<file path="src/rtl/fc_seq_pkg.sv">
// Shared types and helpers for the fully-connected layer sequencer.
// Holds the FSM encoding, the memory port widths and the packed per-layer base lookup.
package fc_seq_pkg;

  localparam int ADDR_W     = 16;
  localparam int DATA_W     = 16;
  localparam int MAX_LAYERS = 8;
  localparam int VEC_W      = ADDR_W * MAX_LAYERS;

  typedef enum logic [2:0] {
    ST_IDLE  = 3'd0,
    ST_CHECK = 3'd1,
    ST_RUN   = 3'd2,
    ST_GAP   = 3'd3,
    ST_DONE  = 3'd4,
    ST_ERROR = 3'd5
  } state_t;

  // Pick the 16-bit field for layer k out of a vector zero-extended to MAX_LAYERS slots.
  function automatic logic [ADDR_W-1:0] base_of(input logic [VEC_W-1:0] vec,
                                                input logic [2:0]       k);
    return vec[{k, 4'b0000} +: ADDR_W];
  endfunction

endpackage

</file>
<file path="src/rtl/fc_mem_mux.sv">
// Registered shared-memory port mux: selects the active engine's request and adds
// that layer's read or write base (16-bit, wrapping).
module fc_mem_mux
  import fc_seq_pkg::*;
#(
  parameter int                           NUM_LAYERS = 3,
  parameter logic [ADDR_W*NUM_LAYERS-1:0] RD_BASE    = {16'd0, 16'd200, 16'd400},
  parameter logic [ADDR_W*NUM_LAYERS-1:0] WR_BASE    = {16'd200, 16'd400, 16'd600}
) (
  input  logic                         clk,
  input  logic                         reset_n,
  input  logic                         active,
  input  logic [2:0]                   sel,
  input  logic [ADDR_W*NUM_LAYERS-1:0] eng_addr,
  input  logic [NUM_LAYERS-1:0]        eng_we,
  input  logic [DATA_W*NUM_LAYERS-1:0] eng_out,
  output logic [ADDR_W-1:0]            mem_addr,
  output logic                         mem_we,
  output logic [DATA_W-1:0]            mem_wdata
);

  localparam logic [VEC_W-1:0] RD_EXT = VEC_W'(RD_BASE);
  localparam logic [VEC_W-1:0] WR_EXT = VEC_W'(WR_BASE);

  logic [VEC_W-1:0]      addr_ext;
  logic [VEC_W-1:0]      out_ext;
  logic [MAX_LAYERS-1:0] we_ext;
  logic [ADDR_W-1:0]     sel_addr;
  logic [ADDR_W-1:0]     sel_out;
  logic [ADDR_W-1:0]     rd_base;
  logic [ADDR_W-1:0]     wr_base;

  assign addr_ext = VEC_W'(eng_addr);
  assign out_ext  = VEC_W'(eng_out);
  assign we_ext   = MAX_LAYERS'(eng_we);
  assign sel_addr = base_of(addr_ext, sel);
  assign sel_out  = base_of(out_ext, sel);
  assign rd_base  = base_of(RD_EXT, sel);
  assign wr_base  = base_of(WR_EXT, sel);

  // Engine output addresses are 1-based, so writes land one below base+addr.
  always_ff @(posedge clk or negedge reset_n) begin
    if (!reset_n) begin
      mem_addr  <= '0;
      mem_we    <= 1'b0;
      mem_wdata <= '0;
    end else if (!active) begin
      mem_addr <= '0;
      mem_we   <= 1'b0;
    end else if (we_ext[sel]) begin
      mem_addr  <= wr_base + sel_addr - ADDR_W'(1);
      mem_we    <= 1'b1;
      mem_wdata <= sel_out;
    end else begin
      mem_addr <= rd_base + sel_addr;
      mem_we   <= 1'b0;
    end
  end

endmodule

</file>
<file path="src/rtl/fc_layer_sequencer.sv">
// Sequences NUM_LAYERS fully-connected engines one at a time over a shared memory port,
// advancing on each engine's layer_end and flagging stale status or per-layer timeout.
module fc_layer_sequencer
  import fc_seq_pkg::*;
#(
  parameter int                           NUM_LAYERS = 3,
  parameter logic [ADDR_W*NUM_LAYERS-1:0] RD_BASE    = {16'd0, 16'd200, 16'd400},
  parameter logic [ADDR_W*NUM_LAYERS-1:0] WR_BASE    = {16'd200, 16'd400, 16'd600},
  parameter logic [19:0]                  TIMEOUT    = 20'd65535
) (
  input  logic                         clk,
  input  logic                         reset_n,
  input  logic                         start,
  input  logic [ADDR_W*NUM_LAYERS-1:0] eng_addr,
  input  logic [NUM_LAYERS-1:0]        eng_we,
  input  logic [DATA_W*NUM_LAYERS-1:0] eng_out,
  input  logic [NUM_LAYERS-1:0]        eng_end,
  output logic [NUM_LAYERS-1:0]        eng_en,
  output logic [ADDR_W-1:0]            mem_addr,
  output logic                         mem_we,
  output logic [DATA_W-1:0]            mem_wdata,
  output logic [2:0]                   cur_layer,
  output logic                         busy,
  output logic                         done,
  output logic                         error
);

  localparam logic [NUM_LAYERS-1:0] EN_ONE     = NUM_LAYERS'(1);
  localparam logic [2:0]            LAST_LAYER = 3'(NUM_LAYERS - 1);

  state_t                state;
  logic [19:0]           timer;
  logic                  end_prev;
  logic [MAX_LAYERS-1:0] end_ext;
  logic                  cur_end;

  assign end_ext = MAX_LAYERS'(eng_end);
  assign cur_end = end_ext[cur_layer];

  // end_prev holds last cycle's sample of the active engine's layer_end so only a 0->1 edge advances.
  always_ff @(posedge clk or negedge reset_n) begin
    if (!reset_n) begin
      state     <= ST_IDLE;
      eng_en    <= '0;
      cur_layer <= 3'd0;
      busy      <= 1'b0;
      done      <= 1'b0;
      error     <= 1'b0;
      timer     <= '0;
      end_prev  <= 1'b0;
    end else begin
      case (state)
        ST_IDLE, ST_DONE, ST_ERROR: begin
          if (start) begin
            state     <= ST_CHECK;
            cur_layer <= 3'd0;
            done      <= 1'b0;
            error     <= 1'b0;
          end
        end
        ST_CHECK: begin
          if (cur_end) begin
            state <= ST_ERROR;
            error <= 1'b1;
          end else begin
            state    <= ST_RUN;
            eng_en   <= EN_ONE << cur_layer;
            busy     <= 1'b1;
            timer    <= '0;
            end_prev <= 1'b0;
          end
        end
        ST_RUN: begin
          timer    <= timer + 20'd1;
          end_prev <= cur_end;
          if (cur_end && !end_prev) begin
            state  <= ST_GAP;
            eng_en <= '0;
          end else if (timer == TIMEOUT - 20'd1) begin
            state  <= ST_ERROR;
            eng_en <= '0;
            busy   <= 1'b0;
            error  <= 1'b1;
          end
        end
        ST_GAP: begin
          busy <= 1'b0;
          if (cur_layer == LAST_LAYER) begin
            state <= ST_DONE;
            done  <= 1'b1;
          end else begin
            state     <= ST_CHECK;
            cur_layer <= cur_layer + 3'd1;
          end
        end
        default: begin
          state  <= ST_IDLE;
          eng_en <= '0;
          busy   <= 1'b0;
        end
      endcase
    end
  end

  fc_mem_mux #(
    .NUM_LAYERS(NUM_LAYERS),
    .RD_BASE   (RD_BASE),
    .WR_BASE   (WR_BASE)
  ) u_mem_mux (
    .clk      (clk),
    .reset_n  (reset_n),
    .active   (|eng_en),
    .sel      (cur_layer),
    .eng_addr (eng_addr),
    .eng_we   (eng_we),
    .eng_out  (eng_out),
    .mem_addr (mem_addr),
    .mem_we   (mem_we),
    .mem_wdata(mem_wdata)
  );

endmodule

</file>
<file path="config.mk">
export PLATFORM = sky130hd
export DESIGN_NAME = fc_layer_sequencer
export DESIGN_NICKNAME = d
export VERILOG_FILES = /design/src/rtl/fc_seq_pkg.sv /design/src/rtl/fc_mem_mux.sv /design/src/rtl/fc_layer_sequencer.sv
export SDC_FILE = /design/constraint.sdc
export NUM_CORES = 1
export LEC_CHECK = 0
export CORE_MARGIN = 4
export CORE_UTILIZATION = 50
export CTS_BUF_LIST = sky130_fd_sc_hd__clkbuf_2
export DETAILED_ROUTE_END_ITERATION = 8
export GPL_TIMING_DRIVEN = 0
export HOLD_SLACK_MARGIN = 0.03
export PLACE_DENSITY = 0.83
export SYNTH_ARGS = -nofsm -noshare
export SYNTH_HDL_FRONTEND = slang
export SYNTH_SLANG_ARGS = --single-unit
</file>
<file path="constraint.sdc">
create_clock -name clk -period 4.24 [get_ports clk]
set_input_delay 0.848 -clock clk [delete_from_list [all_inputs] [get_ports clk]]
set_output_delay 0.848 -clock clk [all_outputs]
set_load 0.1 [all_outputs]
</file>
==> results of run 1 <==
## placed cells by master, fill, tap and decap left out, types with 8 or more instances in the layout
master           count
clkdlybuf4s50_1    145
a31oi_1             12
nor2_1              58
o31ai_1             11
clkbuf_1            16
nand3_1             26
ha_1                30
o21ai_0             49
dfrtp_1             65
nand4_1             15
clkbuf_2            11
nand2_1             65
a21oi_1             46
nor3_1              10
o22ai_1              8
inv_1               33
mux2i_1             32
xnor2_1             14
## through the flow
step	std cells	setup TNS [ns]	area [um^2]	setup WS (ns)	total power, mW
after floorplan	630	0	5230	0.143	0.671
after global routing	926	0	7000	0.00512	1.24
after detailed placement	912	-0.656	6860	-0.369	0.788
after global placement	912	-0.608	6860	-0.352	0.786
after CTS	927	0	6990	0.0724	1.19
final	926	0	7000	0.283	1.19
## layer usage
layer  share of wire  GRT usage
met5               0          0
met4           0.015     0.0748
met3           0.079     0.0652
met2            0.49      0.457
met1            0.42      0.340
## state kept, by name, indices dropped and copies added, names as in the netlist
name                 cells
cur_layer                3
done                     1
u_mem_mux.mem_addr      16
busy                     1
error                    1
u_mem_mux.mem_we         1
u_mem_mux.mem_wdata     16
state                    3
eng_en                   3
timer                   20
end_prev                 1
## power groups by stage
stage / sequential (mW) / combinational (mW) / clock, mW
3_5_place_dp: 0.641 / 0.147 / 0
4_1_cts: 0.631 / 0.147 / 0.417
3_3_place_gp: 0.642 / 0.144 / 0
5_1_grt: 0.631 / 0.156 / 0.451
2_1_floorplan: 0.642 / 0.0298 / 0
6_report: 0.631 / 0.146 / 0.416
## how the worst max path moves through the flow
stage	start	to	slack [ns]	cells past startpoint
after floorplan	cur_layer[2]	u_mem_mux.mem_addr[15]	0.14	17
after global placement	cur_layer[1]	u_mem_mux.mem_addr[15]	-0.35	19
after detailed placement	cur_layer[1]	u_mem_mux.mem_addr[15]	-0.37	19
after CTS	cur_layer[1]	u_mem_mux.mem_addr[15]	0.07	18
after global routing	cur_layer[0]	u_mem_mux.mem_addr[15]	0.005	17
final	cur_layer[1]	u_mem_mux.mem_addr[15]	0.28	17
## cell families after synthesis
family                     after synthesis
adders and majority gates               31
buffers and inverters                   66
muxes                                   41
DFF                                     66
xor gates and xnor gates                19
AOI/OAI and AO/OA                      181
and+or+nand+nor                        226
## final cells by class
| class | count | area [um^2] | share of cell area |
|---|---|---|---|
| multi-input combinational | 498 | 3300 | 0.472 |
| clock inverter | 7 | 76.3 | 0.0109 |
| clock buffer | 9 | 45.0 | 0.00644 |
| sequential | 66 | 1650 | 0.236 |
| timing repair buffer | 148 | 1470 | 0.211 |
| inverter | 34 | 131 | 0.0188 |
| buffer | 28 | 141 | 0.0202 |
| tap | 136 | 170 | 0.0243 |
## timing repair
item	CTS	global route
buffers inserted	1	1
hold buffers	0	0
setup endpoints to repair	6	7
resized for setup	2	6
pin swaps	0	2
==> flow_summary.yaml, run 1 <==
outcome:
  status: "finished, final reports clean"
setup_path:
  worst-path-buf-inv: 4
  critPathMaxFanout: 19
  end_kind: "flop"
  critPathTopFamily: "simple AND/OR/NAND/NOR gates"
  crit_chain: "buf_4, and2b_1, buf_2, nand2_1, o21ai_0, and2_1, inv_1, ha_1, inv_1, ha_1, a21oi_1, o21a_1, nand2_1, a41oi_2, nor3_1, nor4b_2, mux2i_1"
  worstPathRequired_ns: 4.68
  worstPathArrival_ns: 4.40
  critPathLaunchType: "flop"
  regToRegSetupSlack_ns: 0.28
  slowest_delay_ns: 0.48
  rr_endpoint: "u_mem_mux.mem_addr[15]"
  crit_slowest_cell: "dfrtp_2"
  worstSetupPathType: "flop to flop"
  reg2regPathDepth: 17
  worstReg2RegStart: "cur_layer[1]"
sta:
  period_needed_ns: 3.96
  slew_violations: 0
  worst_slew_pin_slew_ns: 1.02
  max-slew-margin-rel: 0.318
  final-hold-violation-count: 0
  whs_ns: 0.365
  rsz0062_at_grt: "false"
  setup_viol_count_final: 0
  max_freq_mhz: 253
  fin_skew_ns: 0.0534
  fin_crit_sh: 0.933
logic_synthesis:
  synthAdderAreaFrac: 0.0757
  synth_area_leader_cell: "dfrtp_1"
  synth_cell_types: 76
  synth-edff-count: 0
  yosysWarnings: 0
  avgSynthCellArea_um2: 8.30
  ys_seq_area_frac: 0.316
  netlist_top_cells_area: "dfrtp_1 (32%), ha_1 (7.2%), mux2i_1 (6.1%)"
  syn_inst: 630
  synth-xor-area-share: 0.0318
  yosys.area_share.simple: 0.215
  synth_top_family_by_area: "compound AO/OA/AOI/OAI gates"
  synth_flop_cell: "dfrtp_1"
  synth_top_area_frac: 0.316
  syn_nets: 766
  synthArstFlopShare: 1.00
  ys_ff_latch: 66
  synth_commonest_cells: "dfrtp_1 (66), nand2_1 (66), nor2_1 (58)"
  synth_compound_area_frac: 0.226
  synthMuxAreaShare: 0.0814
  netlist_area_um2: 5230
pwr:
  power_density_nw_per_um2: 171
  p_leak_nw: 2.87
  ir_drop_mv: 0.148
  power_frac_clock: 0.349
  power.switching_uw: 319
  swShare: 0.267
  power.internal_uw: 874
  comb_power_share: 0.123
  power_frac_seq: 0.529
drt:
  wl_per_cell_um: 17.3
  finalWirelength_um: 16000
  drt_drc_violations_left: 0
  final_antenna_net_count: 0
  routed-via-count: 5317
  drtIter0Drc: 338
  firstDrtPassIters: 5
  viasPerCell: 5.74
cells_and_area:
  diodes: 0
  fillers: 851
  drive_above_1_share: 0.0823
  area_growth_pct: 33.9
  fin_nets: 921
  fin_util: 0.684
clocking:
  clock_sinks: 66
  htreeDepth: 3
  cts_buffer_depth: 2
  cts_buffers: 9
  clk_latency_ns: 0.54
  clockRootBuffer: "clkbuf_2"
  cts.clk_slew.worst_paths_ns: 0.24
  cts_tree: "done"
die:
  dieArea_um2: 12200
  die_h_um: 110
  top_level_ports: 147
  start_util: 0.511
  core_area_um2: 10200
  rows: 37
  die_x_um: 110
placed_design:
  portBuffers: 146
  dpl.hpwl_um: 12900
  place.gp.congestion: 0.929
global_route:
  grt_pass1_wl_um: 25500
  grt-ovfl-total: 0
  grt_pass1_vias: 5201
  grt_usage: 0.269
  antenna_found_initial: 0
  grt_max_degree: 67
run:
  drv_cap: 0
hold_path:
  holdCritPathClass: "input port to async pin"
No activity file was read; power rests on OpenSTA's default activity.
==> run 2, diff against run 1 <==
- CORE_MARGIN: 4 -> 2
- PLACE_DENSITY: 0.83 -> not set
- PLACE_DENSITY_LB_ADDON: not set -> 0.1
==> run 2 against run 1 <==
First-iteration DRC count is 16% higher. Worst setup slack got worse by 0.062 ns. Hold slack got worse by 0.014 ns. Power up 4.9%. Critical endpoint unchanged.
==> flow_summary.yaml, run 2 (synthesis gave the netlist of run 1 again) <==
drt:
  routed-via-count: 5425
  drt_drc_violations_left: 0
  drtIter0Drc: 391
  final_antenna_net_count: 0
  wl_per_cell_um: 18.0
  viasPerCell: 5.85
  finalWirelength_um: 16700
  firstDrtPassIters: 5
clocking:
  clock_sinks: 66
  clockRootBuffer: "clkbuf_2"
  cts_buffer_depth: 2
  cts_buffers: 9
  clk_latency_ns: 0.56
  cts.clk_slew.worst_paths_ns: 0.22
  cts_tree: "done"
  htreeDepth: 3
cells_and_area:
  layout_common_cells: "clkdlybuf4s50_1 (145), nand2_1 (65), dfrtp_1 (65)"
  area_growth_pct: 35.1
  fillers: 855
  drive_above_1_share: 0.0909
  largest_register: "timer"
  reg_top3: "timer: 20 flops, u_mem_mux.mem_addr: 16 flops, u_mem_mux.mem_wdata: 16 flops"
  mostFrequentLayoutCell: "clkdlybuf4s50_1"
  diodes: 0
  largest_reg_flops: 20
  fin_util: 0.690
  fin_nets: 923
global_route:
  grt-ovfl-total: 0
  grt_usage: 0.305
  grt_pass1_vias: 5299
  grt_max_degree: 67
  grt_pass1_wl_um: 26800
  antenna_found_initial: 0
pwr:
  ir_drop_mv: 0.107
  p_leak_nw: 2.89
  power_density_nw_per_um2: 177
sta:
  rsz0062_at_grt: "false"
  setup_viol_count_final: 0
  max_freq_mhz: 249
  final-hold-violation-count: 0
  worst_slew_pin_slew_ns: 1.00
  whs_ns: 0.351
  fin_skew_ns: 0.0323
  fin_crit_sh: 0.948
  period_needed_ns: 4.02
  slew_violations: 0
  max-slew-margin-rel: 0.329
placed_design:
  place.gp.congestion: 0.903
  dpl.hpwl_um: 12900
  portBuffers: 146
die:
  top_level_ports: 147
  core_area_um2: 10200
  start_util: 0.511
  rows: 37
  die_x_um: 106
  dieArea_um2: 11300
  die_h_um: 106
setup_path:
  worstPathArrival_ns: 4.52
  critPathMaxFanout: 10
  critPathLaunchType: "flop"
  worstSetupPathType: "flop to flop"
  worstPathRequired_ns: 4.74
  end_kind: "flop"
hold_path:
  holdCritPathClass: "input port to async pin"
outcome:
  status: "finished, final reports clean"
run:
  drv_cap: 0
-- run 2: per-stage QoR --
step / cell area (um^2) / instances / setup TNS, ns / setup slack [ns] / power [mW]
2_1_floorplan: 5230 / 630 / 0 / 0.143 / 0.671
3_3_place_gp: 6860 / 912 / -1.67 / -0.567 / 0.789
3_5_place_dp: 6860 / 912 / -1.53 / -0.561 / 0.791
4_1_cts: 7040 / 928 / 0 / 0.0137 / 1.25
5_1_grt: 7060 / 928 / 0 / 0.0112 / 1.30
6_report: 7060 / 928 / 0 / 0.221 / 1.25
-- run 2: path summary, 6_finish.rpt --
kind                                              start                       to  slack (ns)  depth (start not counted)
min in group clk                u_mem_mux.mem_wdata[12]  u_mem_mux.mem_wdata[12]        0.51                          2
worst max-delay path                       cur_layer[2]   u_mem_mux.mem_addr[15]        0.22                         17
max in group asynchronous                       reset_n             cur_layer[1]        3.30                          1
worst min-delay path                            reset_n    u_mem_mux.mem_addr[2]        0.35                          1
worst min register to register  u_mem_mux.mem_wdata[12]  u_mem_mux.mem_wdata[12]        0.51                          2
worst max register to register             cur_layer[2]   u_mem_mux.mem_addr[15]        0.22                         17
-- run 2: repair_timing --
action | in CTS | in global routing
endpoints found under the setup margin | 8 | 8
hold buffers | 0 | 0
pin swaps | 1 | 2
gates resized for setup | 8 | 11
gates cloned | 0 | 0
buffers inserted | 1 | 1
-- run 2: metal layers --
layer | up-vias | part of all wire | GRT usage
met1 | 2526 | 0.42 | 0.402
met2 | 277 | 0.47 | 0.498
met4 | 0 | 0.022 | 0.0968
li1 | 2583 | - | -
met5 | - | 0 | 0
met3 | 39 | 0.089 | 0.0687
-- run 2: area by class of cell --
class	count	area [um^2]	share of cell area
well taps	136	170	0.0241
plain buffers	30	161	0.0229
clock buffers	9	45.0	0.00638
clock inverters	7	101	0.0144
inverters	34	131	0.0186
repair buffers	148	1470	0.209
multi-input cells	498	3320	0.471
flip-flops and latches	66	1650	0.234
-- run 2: power by group --
part | total, mW | switching (mW) | leakage [nW] | internal (mW)
registers | 0.631 | 0 | 0.877 | 0.631
clock network | 0.472 | 0.271 | 0.0844 | 0.201
logic | 0.148 | 0.0483 | 1.93 | 0.0999
total | 1.25 | 0.319 | 2.89 | 0.931
-- run 2: worst max-delay path, stage by stage, from the launching register on --
cell	delay (ns)
dfrtp_1	0.47
buf_2	0.30
buf_2	0.34
inv_1	0.13
clkbuf_2	0.23
nand2_2	0.17
inv_1	0.09
nor2_2	0.15
ha_1	0.24
inv_1	0.06
ha_1	0.30
a21oi_2	0.20
o21a_1	0.17
nand2_1	0.10
a41oi_4	0.30
nor3_1	0.10
nor4b_2	0.40
mux2i_1	0.22
==> run 3, diff against run 2 <==
- CORE_UTILIZATION: 50 -> 30
==> run 3 against run 2 <==
Die area is 64% higher. Flip-flop and latch count unchanged. Cell area grew 0.94%. Routed wire length rose by 5.4%. First-iteration DRC count is 40% lower. Worst setup slack worse by 0.0018 ns. Combinational power about the same. Power is 1.7% lower. Via count is 3.5% lower. Hold slack lost 0.0051 ns. Register-to-register slack barely moved. Critical path depth up 1.
==> flow_summary.yaml, run 3 (synthesis gave the netlist of run 1 again) <==
sta:
  setup_viol_count_final: 0
  max_freq_mhz: 249
  rsz0062_at_grt: "true"
  final-hold-violation-count: 0
  worst_slew_pin_slew_ns: 1.04
  slew_violations: 0
  fin_crit_sh: 0.948
  period_needed_ns: 4.02
  fin_skew_ns: 0.0357
  max-slew-margin-rel: 0.301
  setup_tns_ns: 0
pwr:
  p_leak_nw: 2.88
  ir_drop_mv: 0.111
  power_density_nw_per_um2: 173
drt:
  wl_per_cell_um: 17.4
  drt_drc_violations_left: 0
  routed-via-count: 5237
  drtIter0Drc: 235
  firstDrtPassIters: 5
  finalWirelength_um: 17600
  final_antenna_net_count: 0
  viasPerCell: 5.15
clocking:
  cts.clk_slew.worst_paths_ns: 0.22
  clock_sinks: 66
  clockRootBuffer: "clkbuf_2"
  cts_buffer_depth: 2
  htreeDepth: 3
  cts_buffers: 9
  clk_latency_ns: 0.58
  holdBufCountCts: 0
  cts_tree: "done"
cells_and_area:
  area_growth_pct: 36.4
  drive_above_1_share: 0.0796
  stdcell_area_um2: 7130
  fin_nets: 922
  largest_reg_flops: 20
  reg_top3: "timer: 20 flops, u_mem_mux.mem_addr: 16 flops, u_mem_mux.mem_wdata: 16 flops"
  fin_util: 0.415
  layout_common_cells: "clkdlybuf4s50_1 (145), nand2_1 (65), dfrtp_1 (65)"
  largest_register: "timer"
  fillers: 1778
  mostFrequentLayoutCell: "clkdlybuf4s50_1"
placed_design:
  portBuffers: 146
  place.gp.congestion: 0.849
  placed_cell_area_um2: 6970
  dpl.hpwl_um: 14000
setup_path:
  critPathLaunchType: "flop"
  worstPathArrival_ns: 4.50
  worstSetupPathType: "flop to flop"
  end_kind: "flop"
  worstPathRequired_ns: 4.72
  critPathMaxFanout: 19
global_route:
  grt_pass1_vias: 5154
  grt_usage: 0.196
  grt_pass1_wl_um: 27900
  grt-ovfl-total: 0
  grt_max_degree: 67
  antenna_found_initial: 1
die:
  rows: 48
  die_h_um: 136
  top_level_ports: 147
  die_x_um: 136
  start_util: 0.304
  core_area_um2: 17200
  dieArea_um2: 18500
run:
  drv_cap: 0
hold_path:
  holdCritPathClass: "input port to async pin"
outcome:
  status: "finished, final reports clean"
[run 3: cell count changes in the layout (fill, tap and decap cells not counted), sizes merged]
cell and delta:
clkinv +2, clkinvlp -2, diode +1, inv -1
[run 3: report_power, final]
part	leakage, nW	switching, mW	internal [mW]	total [mW]
Combinational	1.92	0.0494	0.0999	0.149
Sequential	0.877	0	0.630	0.630
Clock	0.0790	0.256	0.194	0.450
[run 3: area by class of cell]
| class | count | area, um^2 | area share |
|---|---|---|---|
| sequential | 66 | 1650 | 0.232 |
| inverter | 34 | 128 | 0.0179 |
| tap | 225 | 282 | 0.0395 |
| antenna | 1 | 2.50 | 0.000351 |
| clock inverter | 6 | 80.1 | 0.0112 |
| multi-input combinational | 498 | 3320 | 0.465 |
| buffer | 30 | 150 | 0.0211 |
| clock buffer | 10 | 50.0 | 0.00702 |
| timing repair buffer | 147 | 1470 | 0.206 |
[run 3: repair_timing]
action,in CTS,in global routing
endpoints found under the hold margin,0,0
setup buffers,1,0
gates resized for setup,4,7
endpoints found under the setup margin,9,9
pin swaps,0,0
[run 3: per-layer routing]
| metal | share of wire | global-route usage | wire (um) | vias to the layer above |
|---|---|---|---|---|
| met5 | 0 | 0 | 0 | - |
| met4 | 0.018 | 0.0648 | 311 | 0 |
| met3 | 0.075 | 0.0526 | 1320 | 21 |
| met2 | 0.44 | 0.302 | 7850 | 192 |
| met1 | 0.46 | 0.265 | 8170 | 2447 |
| li1 | - | - | - | 2577 |
[run 3: critical path: stages (launching register included)]
cell     delay, ns
dfrtp_2       0.42
buf_6         0.16
buf_6         0.18
buf_4         0.31
inv_1         0.10
ha_1          0.30
nand2_2       0.18
inv_1         0.08
nor2_1        0.17
ha_1          0.26
inv_1         0.06
ha_1          0.28
a21oi_1       0.23
o21a_1        0.17
nand2_1       0.10
a41oi_4       0.31
nor3_1        0.11
nor4b_2       0.28
mux2i_1       0.23
[run 3: final timing paths]
check                      slack [ns]                endpoint  depth (start not counted)         start
min reg2reg                      0.50               timer[13]                          1     timer[13]
min                              0.35   u_mem_mux.mem_addr[3]                          1       reset_n
max reg2reg                      0.22  u_mem_mux.mem_addr[15]                         18  cur_layer[1]
max                              0.22  u_mem_mux.mem_addr[15]                         18  cur_layer[1]
max in group asynchronous        3.26            cur_layer[1]                          1       reset_n
min in group clk                 0.50               timer[13]                          1     timer[13]
[run 3: per-stage QoR]
stage | hold slack (ns) | worst slack [ns] | power (mW) | std cells
2_1_floorplan | 0.445 | 0.143 | 0.671 | 630
3_3_place_gp | 0.465 | -0.438 | 0.792 | 1001
3_5_place_dp | 0.479 | -0.428 | 0.792 | 1001
4_1_cts | 0.352 | 0.0238 | 1.25 | 1018
5_1_grt | 0.406 | -0.0133 | 1.28 | 1017
6_report | 0.346 | 0.220 | 1.23 | 1017
